--- src/rtl/demux_pkg.sv ---
// Shared constants for the registered 1-to-16 word demultiplexer.
package demux_pkg;
  localparam int WIDTH = 32;
  localparam int LANES = 16;
  localparam int SEL_W = 4;

  localparam logic MODE_ADDR = 1'b0;
  localparam logic MODE_SEQ  = 1'b1;
endpackage

--- src/rtl/demux_lane.sv ---
// One output lane: a word holding register plus a sticky valid flag.
module demux_lane #(
  parameter int WIDTH = demux_pkg::WIDTH
) (
  input  logic             clk,
  input  logic             rst_n,
  input  logic             wr_en,
  input  logic [WIDTH-1:0] wr_data,
  input  logic             ack,
  output logic [WIDTH-1:0] data,
  output logic             valid
);

  // NOTE: sequential state uses non-blocking assignments so every lane and
  // the pointer sample the same pre-edge values regardless of block order.
  always_ff @(posedge clk) begin
    if (!rst_n) begin
      data  <= '0;
      valid <= 1'b0;
    end else if (wr_en) begin
      // A write wins over a same-cycle ack: the old word counts as consumed.
      data  <= wr_data;
      valid <= 1'b1;
    end else if (ack) begin
      valid <= 1'b0;
    end
  end

endmodule

--- src/rtl/demux_1t16_32.sv ---
// Registered 1-to-16 demultiplexer: steers a valid/ready word stream into
// sixteen lane registers, by explicit select or by a wrapping pointer.
module demux_1t16_32 #(
  parameter int WIDTH = demux_pkg::WIDTH,
  parameter int LANES = demux_pkg::LANES
) (
  input  logic                        clk,
  input  logic                        rst_n,
  input  logic                        mode,
  input  logic                        in_valid,
  output logic                        in_ready,
  input  logic [WIDTH-1:0]            in_data,
  input  logic [demux_pkg::SEL_W-1:0] in_sel,
  output logic [LANES*WIDTH-1:0]      out_data,
  output logic [LANES-1:0]            out_valid,
  input  logic [LANES-1:0]            out_ack,
  output logic [demux_pkg::SEL_W-1:0] ptr,
  output logic                        frame_done
);
  import demux_pkg::*;

  logic [SEL_W-1:0] target;
  logic             accept;
  logic             seq;

  assign seq      = (mode == MODE_SEQ);
  assign target   = seq ? ptr : in_sel;
  // Ready looks only at the target lane, never at in_valid.
  assign in_ready = rst_n & (~out_valid[target] | out_ack[target]);
  assign accept   = in_valid & in_ready;

  for (genvar i = 0; i < LANES; i++) begin : g_lane
    demux_lane #(.WIDTH(WIDTH)) u_lane (
      .clk     (clk),
      .rst_n   (rst_n),
      .wr_en   (accept && (target == SEL_W'(i))),
      .wr_data (in_data),
      .ack     (out_ack[i]),
      .data    (out_data[i*WIDTH +: WIDTH]),
      .valid   (out_valid[i])
    );
  end

  always_ff @(posedge clk) begin
    if (!rst_n) begin
      ptr        <= '0;
      frame_done <= 1'b0;
    end else begin
      frame_done <= accept && seq && (ptr == '1);
      if (accept && seq) begin
        ptr <= ptr + 1'b1;
      end
    end
  end

endmodule

--- config.mk ---
export PLATFORM = sky130hd
export DESIGN_NAME = demux_1t16_32
export DESIGN_NICKNAME = d
export VERILOG_FILES = /design/src/rtl/demux_pkg.sv /design/src/rtl/demux_lane.sv /design/src/rtl/demux_1t16_32.sv
export SDC_FILE = /design/constraint.sdc
export NUM_CORES = 1
export LEC_CHECK = 0
export CAP_MARGIN = 0
export CORE_AREA = 2 2 232 234
export DETAILED_ROUTE_END_ITERATION = 12
export DIE_AREA = 0 0 234 236
export PLACE_DENSITY = 0.72
export SYNTH_ARGS = -nofsm -noshare
export SYNTH_HDL_FRONTEND = slang
export SYNTH_SLANG_ARGS = --single-unit
--- constraint.sdc ---
create_clock -name clk -period 3.5 [get_ports clk]
set_input_delay 0.7 -clock clk [delete_from_list [all_inputs] [get_ports clk]]
set_output_delay 0.7 -clock clk [all_outputs]
set_load 0.005 [all_outputs]
Yosys cells after proc, flatten, opt, wreduce, memory -nomap -nowiden
Cells that the tools add are included.
- word-level logic and storage cells: 128
- input port bits: 56
- output and inout bits: 534
- register bits: 533
- $lt $le $gt $ge: 1
- reductions and logical operators: 35
- bitwise logic cells: 4
- add/sub/neg operators: 1
- equality and inequality tests: 16
- mux-type cells: 37
- operators with widths (kind ; number):
    4-bit == test (second input constant) ; 9
    1-bit two-way mux ; 34
    2-bit nonzero test ; 16
    1-bit logical AND ; 18
    4-bit by 3-bit == test with 1-bit output (second input constant) ; 4
    1-bit binary-select mux with 4-bit select ; 2
    4-bit by 2-bit == test with 1-bit output (second input constant) ; 2
    4-bit by 5-bit < comparator with 1-bit output (second input constant) ; 1
    4-bit by 1-bit adder with 4-bit output (second input constant) ; 1
    4-bit by 1-bit == test with 1-bit output (second input constant) ; 1
    4-bit logical NOT ; 1
    4-bit two-way mux ; 1
    1-bit AND ; 2
    1-bit NOT ; 1
    1-bit bitwise OR ; 1

Logic depth before layout (Yosys ltp)
Gate-level depths: netlist of run 1.
- depth after elaboration: 9
- gate-level depth with buffers: 12
- mapped depth without buffers: 7

Modules after synthesis
From an unflattened synthesis of run 1, not the netlist that was laid out.
- cell total of the unflattened synthesis: 1806
- area, all modules: 21331.7 um^2
- modules (own cells, without submodules) (module ; times used ; area an instance (um^2) ; cells an instance ; sequential area each (um^2)):
    demux_lane ; 16 ; 1277.5 ; 106 ; 660.6
    demux_1t16_32 ; 1 ; 892.1 ; 110 ; 100.1

Worst setup path before layout of run 1
No wires, ideal clock.
- path type: input to output
- start point: input mode
- end point: output in_ready
- required time: 2800 ps
- buffers on the path: 2
- arrival: 2715 ps
- cell stages on the path: 8
- path slack: 85 ps
- cell sequence: buf_4 > mux2i_1 > mux4_2 > a22o_1 > a221o_1 > o2111ai_2 > buf_6 > and2_1
- longest elaborated chain between the ends: 6
- elaborated cells on any way between the ends: 8
- those cells by class: 5 x mux; 3 x bitwise
- ends and longest elaborated chain (what ; line ; source):
    start, declared ; demux_1t16_32.sv:9 ; input logic mode,
    4-bit two-way mux * ; demux_1t16_32.sv:27 ; assign target = seq ? ptr : in_sel;
    1-bit binary-select mux with 4-bit select ; demux_1t16_32.sv:29 ; assign in_ready = rst_n & (~out_valid[target] | out_ack[target]);
    1-bit two-way mux (implied by the code) ; demux_1t16_32.sv:29 ;
    1-bit NOT ; demux_1t16_32.sv:29 ;
    1-bit bitwise OR * ; demux_1t16_32.sv:29 ;
    1-bit AND * ; demux_1t16_32.sv:29 ;
    end, declared ; demux_1t16_32.sv:11 ; output logic in_ready,
Mark *: on every way between the ends. The rest lies on a longest branch, timed or not. The select of a mux whose other input is x is not followed.

Final worst setup path of run 1
- start point: input in_sel[0] (netlist name)
- end point: output in_ready
- longest elaborated chain between the ends: 6
- elaborated cells on any way between the ends: 8
- those cells by class: 5 x mux; 3 x bitwise
- ends and longest elaborated chain (what ; line ; source):
    start, declared ; demux_1t16_32.sv:13 ; input logic [demux_pkg::SEL_W-1:0] in_sel,
    4-bit two-way mux * ; demux_1t16_32.sv:27 ;
    1-bit binary-select mux with 4-bit select ; demux_1t16_32.sv:29 ;
    1-bit two-way mux (implied by the code) ; demux_1t16_32.sv:29 ;
    1-bit NOT ; demux_1t16_32.sv:29 ;
    1-bit bitwise OR * ; demux_1t16_32.sv:29 ;
    1-bit AND * ; demux_1t16_32.sv:29 ;
Marked as above.

==> qor.csv, run 1 <==
metric;value;unit
outcome;finished clean;
post-DR vias/cell;4.96;
CTS tree;done;
Final nets;2475;
critical path type;in -> out;
Crit path largest cell delay;0.53;ns
RSZ-0062 raised after global routing;no;
total CTS buffers;55;
worst hold path depth;2;
final WL;66700;µm
register area;10700;µm²
Worst setup SP type;input port;
Clock Path Buffers;3;
CTS clock-pin slew for the worst setup and hold paths;0.06;ns
most frequent cells in the layout;clkdlybuf4s50_1, nand2_1, dfxtp_1;
min-delay src;g_lane[8].u_lane.data[19];
number of cell rows;85;
I/O pin cnt;590;
reg2reg path depth;10;
crit path buf inv count;2;
Core Region;53100;µm²
vias in the first global route;15900;
Hold Slack;0.456;ns
peak supply drop;329;µV
Final WS setup;0.125;ns
reg2reg setup slack;0.38;ns
Hold Path Sink;g_lane[8].u_lane.data[19];
IO Port Bufs;589;
detailed placer's ending HPWL;45200;µm
Fin Clk Skew;0.0156;ns
via total after detailed routing;15700;
Die W;234;µm
kind of cell adding the most delay to the critical path;multiplexers;
die height;236;µm
Ys Warns;0;
Place WS;-0.642;ns
synthesized cell area;19900;µm²
sequential share of the synthesized area;53.6;%
Slew Viols, Final;0;
Final Power;12.6;mW
minimum clock period;3.37;ns
clk sinks;533;
fraction of layout cells with a size suffix above 1;7.55;%
area delta synth->final;42.2;%
DR pass1 iterations;5;
setup violators final;0;
CP Cell Sequence;dlygate4sd2_1 -> mux2i_2 -> mux4_2 -> a22o_1 -> a221o_1 -> o2111ai_4 -> and2_4 -> buf_2;
Hold Crit Class;reg -> reg;
hold_buf cts;0;
starting density of the core;37.5;%
MaxCap Viol Count;0;
Mapped Cells;1880;
crit end category;primary output;
RR Endpoint;g_lane[1].u_lane.data[14];
Die ar.;55200;µm²
initial antenna violation count;0;
multi-input logic area;8280;µm²
Yosys top cell by area;dfxtp_1;
Synth area leaders;dfxtp_1, mux2i_1, nand2_1;
first-pass GRT wire length;99000;µm
Iteration-0 DRC Markers;794;
Req. time, crit path;2.80;ns
crit share post-route;96.4;%
relative slew slack;26.8;%
Pleak;13.4;nW
number of synthesized register bits;533;
Worst-Skew Late Latency;0.59;ns
total grt overflow;0;
largest net degree at the start of global routing;147;
share of the synthesized area in the top cell type;53.6;%
net count after synthesis;1937;
RePlAce Congestion;0.926;
Critical R2R Launch;ptr[0];
P per Cell Area;445;nW/µm²
Root Driver;clkbuf_16;
Max Clock Freq;0.296;GHz
Slowest cell on crit path;mux4_2;
CP Max Fanout;3;
Residual DRC;0;
synth unique cells;36;
Syn Area/Cell;10.6;µm²
Total GRT Usage;23.4;%
CP arrival;2.67;ns
antenna viol nets, final;0;
most common library cell in the layout ignoring fill and taps;clkdlybuf4s50_1;
wire per inst;21.1;µm
H-tree Lvls;2;
# fillers;4579;
Final Hold Fails;0;
Worst Tran Pin Value;1.10;ns
==> stage by stage <==
stage	util (%)	setup TNS, ns	area, µm²	cells
2_1_floorplan	-	0	19900	1880
3_3_place_gp	49.9	-216.66	26500	3056
3_5_place_dp	49.9	-212.77	26500	3056
4_1_cts	53.3	0	28300	3159
5_1_grt	53.3	0	28300	3160
6_report	53.3	0	28300	3162
==> state kept, by name (all words and copies together), names as in the netlist <==
signal,flops
g_lane.u_lane.data,512
g_lane.u_lane.valid,16
ptr,4
frame_done,1
==> report_power, final <==
group	internal (mW)	leakage, nW	switching (mW)
combinational	0.253	8.22	0.420
clock	3.36	0.897	2.43
sequential	6.11	4.30	0.0254
total	9.73	13.4	2.88
==> worst max-delay path by stage <==
stage / slack (ns) / depth (start not counted) / from / end
detailed placement: -0.64 / 8 / mode / in_ready
global placement: -0.67 / 8 / mode / in_ready
floorplan: 0.09 / 8 / mode / in_ready
CTS: 0.008 / 8 / in_sel[1] / in_ready
finish: 0.13 / 8 / in_sel[0] / in_ready
global route: 0.02 / 7 / ptr[0] / in_ready
==> per-layer routing <==
layer  global-route usage, %  wire, µm
met1                    29.2     28300
met5                       0         0
met4                    8.27      2140
met2                    38.9     31300
met3                    6.12      4950
==> cell families after synthesis <==
kind of cell | synth area share (%)
DFF | 53.6
and+or+nand+nor | 13.3
muxes | 26.4
adders and majority gates | 0.0628
AOI/OAI and AO/OA | 1.55
buffers and inverters | 5.02
==> worst reg2reg max path: cells and delay by family (launching register included) <==
family	cells	cell delay, ns
AND/OR/NAND/NOR	1	0.16
AO/OA/AOI/OAI	3	0.67
flip-flops	1	0.35
multiplexers	3	1.01
buffers and inverters	3	0.76
==> synthesized netlist by cell type (all sizes together) <==
| master | number |
|---|---|
| or2 | 3 |
| and2 | 3 |
| a22o | 5 |
| nor3b | 2 |
| o21ai | 8 |
| nand4 | 19 |
| nand3 | 3 |
| a221o | 1 |
| dfxtp | 533 |
| inv | 6 |
| nor4bb | 2 |
| nor3 | 1 |
| a22oi | 1 |
| and3b | 2 |
| mux4 | 4 |
| buf | 75 |
| mux2i | 516 |
| a32o | 3 |
| ha | 1 |
| o32ai | 2 |
| clkbuf | 97 |
| o32a | 1 |
| and3 | 2 |
| mux2 | 1 |
| nor2 | 4 |
| nand2 | 549 |
| o2111ai | 1 |
| nand2b | 17 |
| a21oi | 16 |
| a41oi | 2 |
==> cell type report <==
type / instances / share of cell area (%)
diodes: 2 / 0.0177
clock buffers: 87 / 5.93
clock inverters: 16 / 0.473
inverters: 6 / 0.0795
multi-input cells: 1169 / 29.2
flip-flops and latches: 533 / 37.7
well taps: 696 / 3.08
repair buffers: 653 / 23.5
==> timing repair <==
| item | in CTS | in global routing |
|---|---|---|
| endpoints found under the setup margin | 1 | 1 |
| cloned | 0 | 0 |
| pin swaps | 1 | 1 |
| gates resized for setup | 10 | 6 |
| buffers inserted | 0 | 1 |
Note: power is estimated with default switching activity, not from simulation.
==> inputs of run 2 (changes only) <==
Settings changed: CORE_AREA 2 2 232 234 to 2 2 227 229, DIE_AREA 0 0 234 236 to 0 0 229 231, DONT_BUFFER_PORTS set to 1, PLACE_DENSITY 0.72 to 0.65, SLEW_MARGIN set to 20.
==> run 2 against run 1 <==
Against the previous run:
- flip-flop and latch count did not move
- largest cell class unchanged
- final area fell by 22%
- combinational power fell by 46%
- clock skew rose by 0.0096 ns
- register-to-register slack barely moved
- total power fell by 3.4%
==> qor.csv, run 2 (same netlist as run 1, synthesis figures left out) <==
metric;value;unit;change
outcome;finished clean;;
RePlAce Congestion;0.850;;-8.2%
fraction of layout cells with a size suffix above 1;7.89;%;+0.34 points
Req. time, crit path;2.80;ns;about the same
Worst-Skew Late Latency;0.60;ns;about the same
Final Power;12.2;mW;-3.4%
minimum clock period;3.37;ns;-0.000705 ns
clk sinks;533;;unchanged
CP Cell Sequence;mux2i_2 -> mux4_2 -> a22o_1 -> a221o_1 -> o2111ai_4 -> and2_1;;
CTS clock-pin slew for the worst setup and hold paths;0.07;ns;about the same
Crit path largest cell delay;0.54;ns;about the same
reg2reg setup slack;0.37;ns;about the same
Die ar.;52900;µm²;-4.2%
initial antenna violation count;4;;+4
Largest Register;g_lane.u_lane.data;;
relative slew slack;26.3;%;-0.47 points
wire per inst;23.4;µm;+11%
max reg flops;512;;unchanged
crit end category;primary output;;
Final Hold Fails;0;;unchanged
area delta synth->final;10.5;%;
most frequent cells in the layout;nand2_1, dfxtp_1, mux2i_1;;
reg2reg path depth;10;;unchanged
CP startpoint;ptr[0];;
Final nets;1852;;-25%
CP Max Fanout;9;;+6
largest net degree at the start of global routing;555;;+280%
Root Driver;clkbuf_16;;
min-delay src;out_ack[4];;
starting density of the core;39.3;%;+1.8 points
kind of cell adding the most delay to the critical path;multiplexers;;
Residual DRC;0;;unchanged
hold_buf cts;0;;unchanged
Iteration-0 DRC Markers;966;;+22%
detailed placer's ending HPWL;38500;µm;-15%
Hold Path Sink;g_lane[4].u_lane.valid;;
worst hold path depth;2;;unchanged
most common library cell in the layout ignoring fill and taps;nand2_1;;
Pleak;11.1;nW;-17%
RSZ-0062 raised after global routing;no;;
Max Clock Freq;0.296;GHz;about the same
crit share post-route;96.4;%;about the same
Die W;229;µm;-2.1%
Fin Clk Skew;0.0252;ns;+0.00960 ns
H-tree Lvls;2;;unchanged
crit path buf inv count;0;;-2
antenna viol nets, final;0;;unchanged
P per Cell Area;554;nW/µm²;+24%
vias in the first global route;12800;;-19%
# fillers;4790;;+4.6%
Core Region;50700;µm²;-4.5%
post-DR vias/cell;5.26;;+5.9%
CTS tree;done;;
Cells after DPL;2419;;-21%
RR Endpoint;g_lane[12].u_lane.data[31];;
Post-Layout Cell Count;2519;;-20%
Finished Cell Area;22000;µm²;-22%
IO Port Bufs;0;;-100%
Worst setup SP type;flop;;
Slew Viols, Final;0;;unchanged
Clock Path Buffers;3;;unchanged
setup violators final;0;;unchanged
I/O pin cnt;590;;unchanged
setup tns final;0;ns;unchanged
final WL;59000;µm;-12%
Hold Crit Class;in -> reg;;
Placed Area;20200;µm²;-24%
Critical R2R Launch;ptr[0];;
total CTS buffers;53;;-3.6%
total grt overflow;0;;unchanged
Total GRT Usage;21.1;%;-2.3 points
number of cell rows;83;;-2.4%
peak supply drop;399;µV;+21%
via total after detailed routing;13200;;-16%
DR pass1 iterations;6;;+1
Worst Tran Pin Value;1.10;ns;+0.00706 ns
CP arrival;2.67;ns;about the same
largest registers;g_lane.u_lane.data x512, g_lane.u_lane.valid x16, ptr x4;;
Slowest cell on crit path;mux4_2;;
first-pass GRT wire length;84900;µm;-14%
MaxCap Viol Count;0;;unchanged
die height;231;µm;-2.1%
critical path type;reg -> out;;
==> run 2: cell types whose count changed in the layout (fill, tap and decap cells not counted), moves of 2 or more <==
| cell | before | now |
|---|---|---|
| clkdlybuf4s50_1 | 584 | 0 |
| buf_4 | 41 | 17 |
| buf_12 | 22 | 15 |
| clkinv_2 | 9 | 7 |
| dfxtp_1 | 533 | 531 |
| dfxtp_2 | 0 | 2 |
==> run 2: metal layers <==
layer	GRT usage, %	up-vias	wire [µm]
met1	26.2	6474	24200
met5	0	-	0
met2	33.5	612	26900
li1	-	6052	-
met4	6.86	0	1650
met3	8.34	110	6290
==> run 2: worst max path at each step <==
stage / to / slack (ns) / cells after the start
floorplan: in_ready / 0.09 / 8
global placement: g_lane[12].u_lane.data[3] / 0.16 / 9
detailed placement: g_lane[12].u_lane.data[9] / 0.12 / 9
CTS: in_ready / 0.01 / 6
global route: in_ready / 0.02 / 6
finish: in_ready / 0.13 / 6
==> run 2: area by class of cell <==
type / instances / area (µm²) / share of cell area, %
Sequential cell: 533 / 10700 / 48.5
Clock inverter: 12 / 98.8 / 0.449
Timing Repair Buffer: 32 / 428 / 1.95
Clock buffer: 86 / 1650 / 7.51
Inverter: 6 / 22.5 / 0.102
Antenna cell: 1 / 2.50 / 0.0114
Tap cell: 680 / 851 / 3.87
Multi-Input combinational cell: 1169 / 8270 / 37.6
==> run 2: report_power, final <==
part | internal [mW] | total (mW) | switching (mW)
combinational | 0.104 | 0.365 | 0.260
sequential | 6.11 | 6.16 | 0.0471
clock | 3.30 | 5.65 | 2.36
total | 9.51 | 12.2 | 2.67
==> run 2: per-stage QoR <==
step           setup WS [ns]  util, %  hold slack, ns
2_1_floorplan         0.0851        -           0.455
3_3_place_gp           0.160     39.9           0.465
3_5_place_dp           0.118     39.9           0.470
4_1_cts               0.0139     43.4           0.253
5_1_grt               0.0234     43.4           0.271
6_report               0.126     43.4           0.288
==> run 2: worst reg2reg max path: cells and delay by family (launching register included) <==
kind	cells	cell delay [ns]
flip-flops	1	0.39
AO/OA/AOI/OAI	3	0.65
buffers and inverters	3	0.79
AND/OR/NAND/NOR	1	0.14
multiplexers	3	0.96
==> run 2: repair_timing <==
action	4_1_cts	5_1_grt
setup buffers	1	0
gates resized for setup	1	3
endpoints found under the setup margin	1	1
pin swaps	0	0
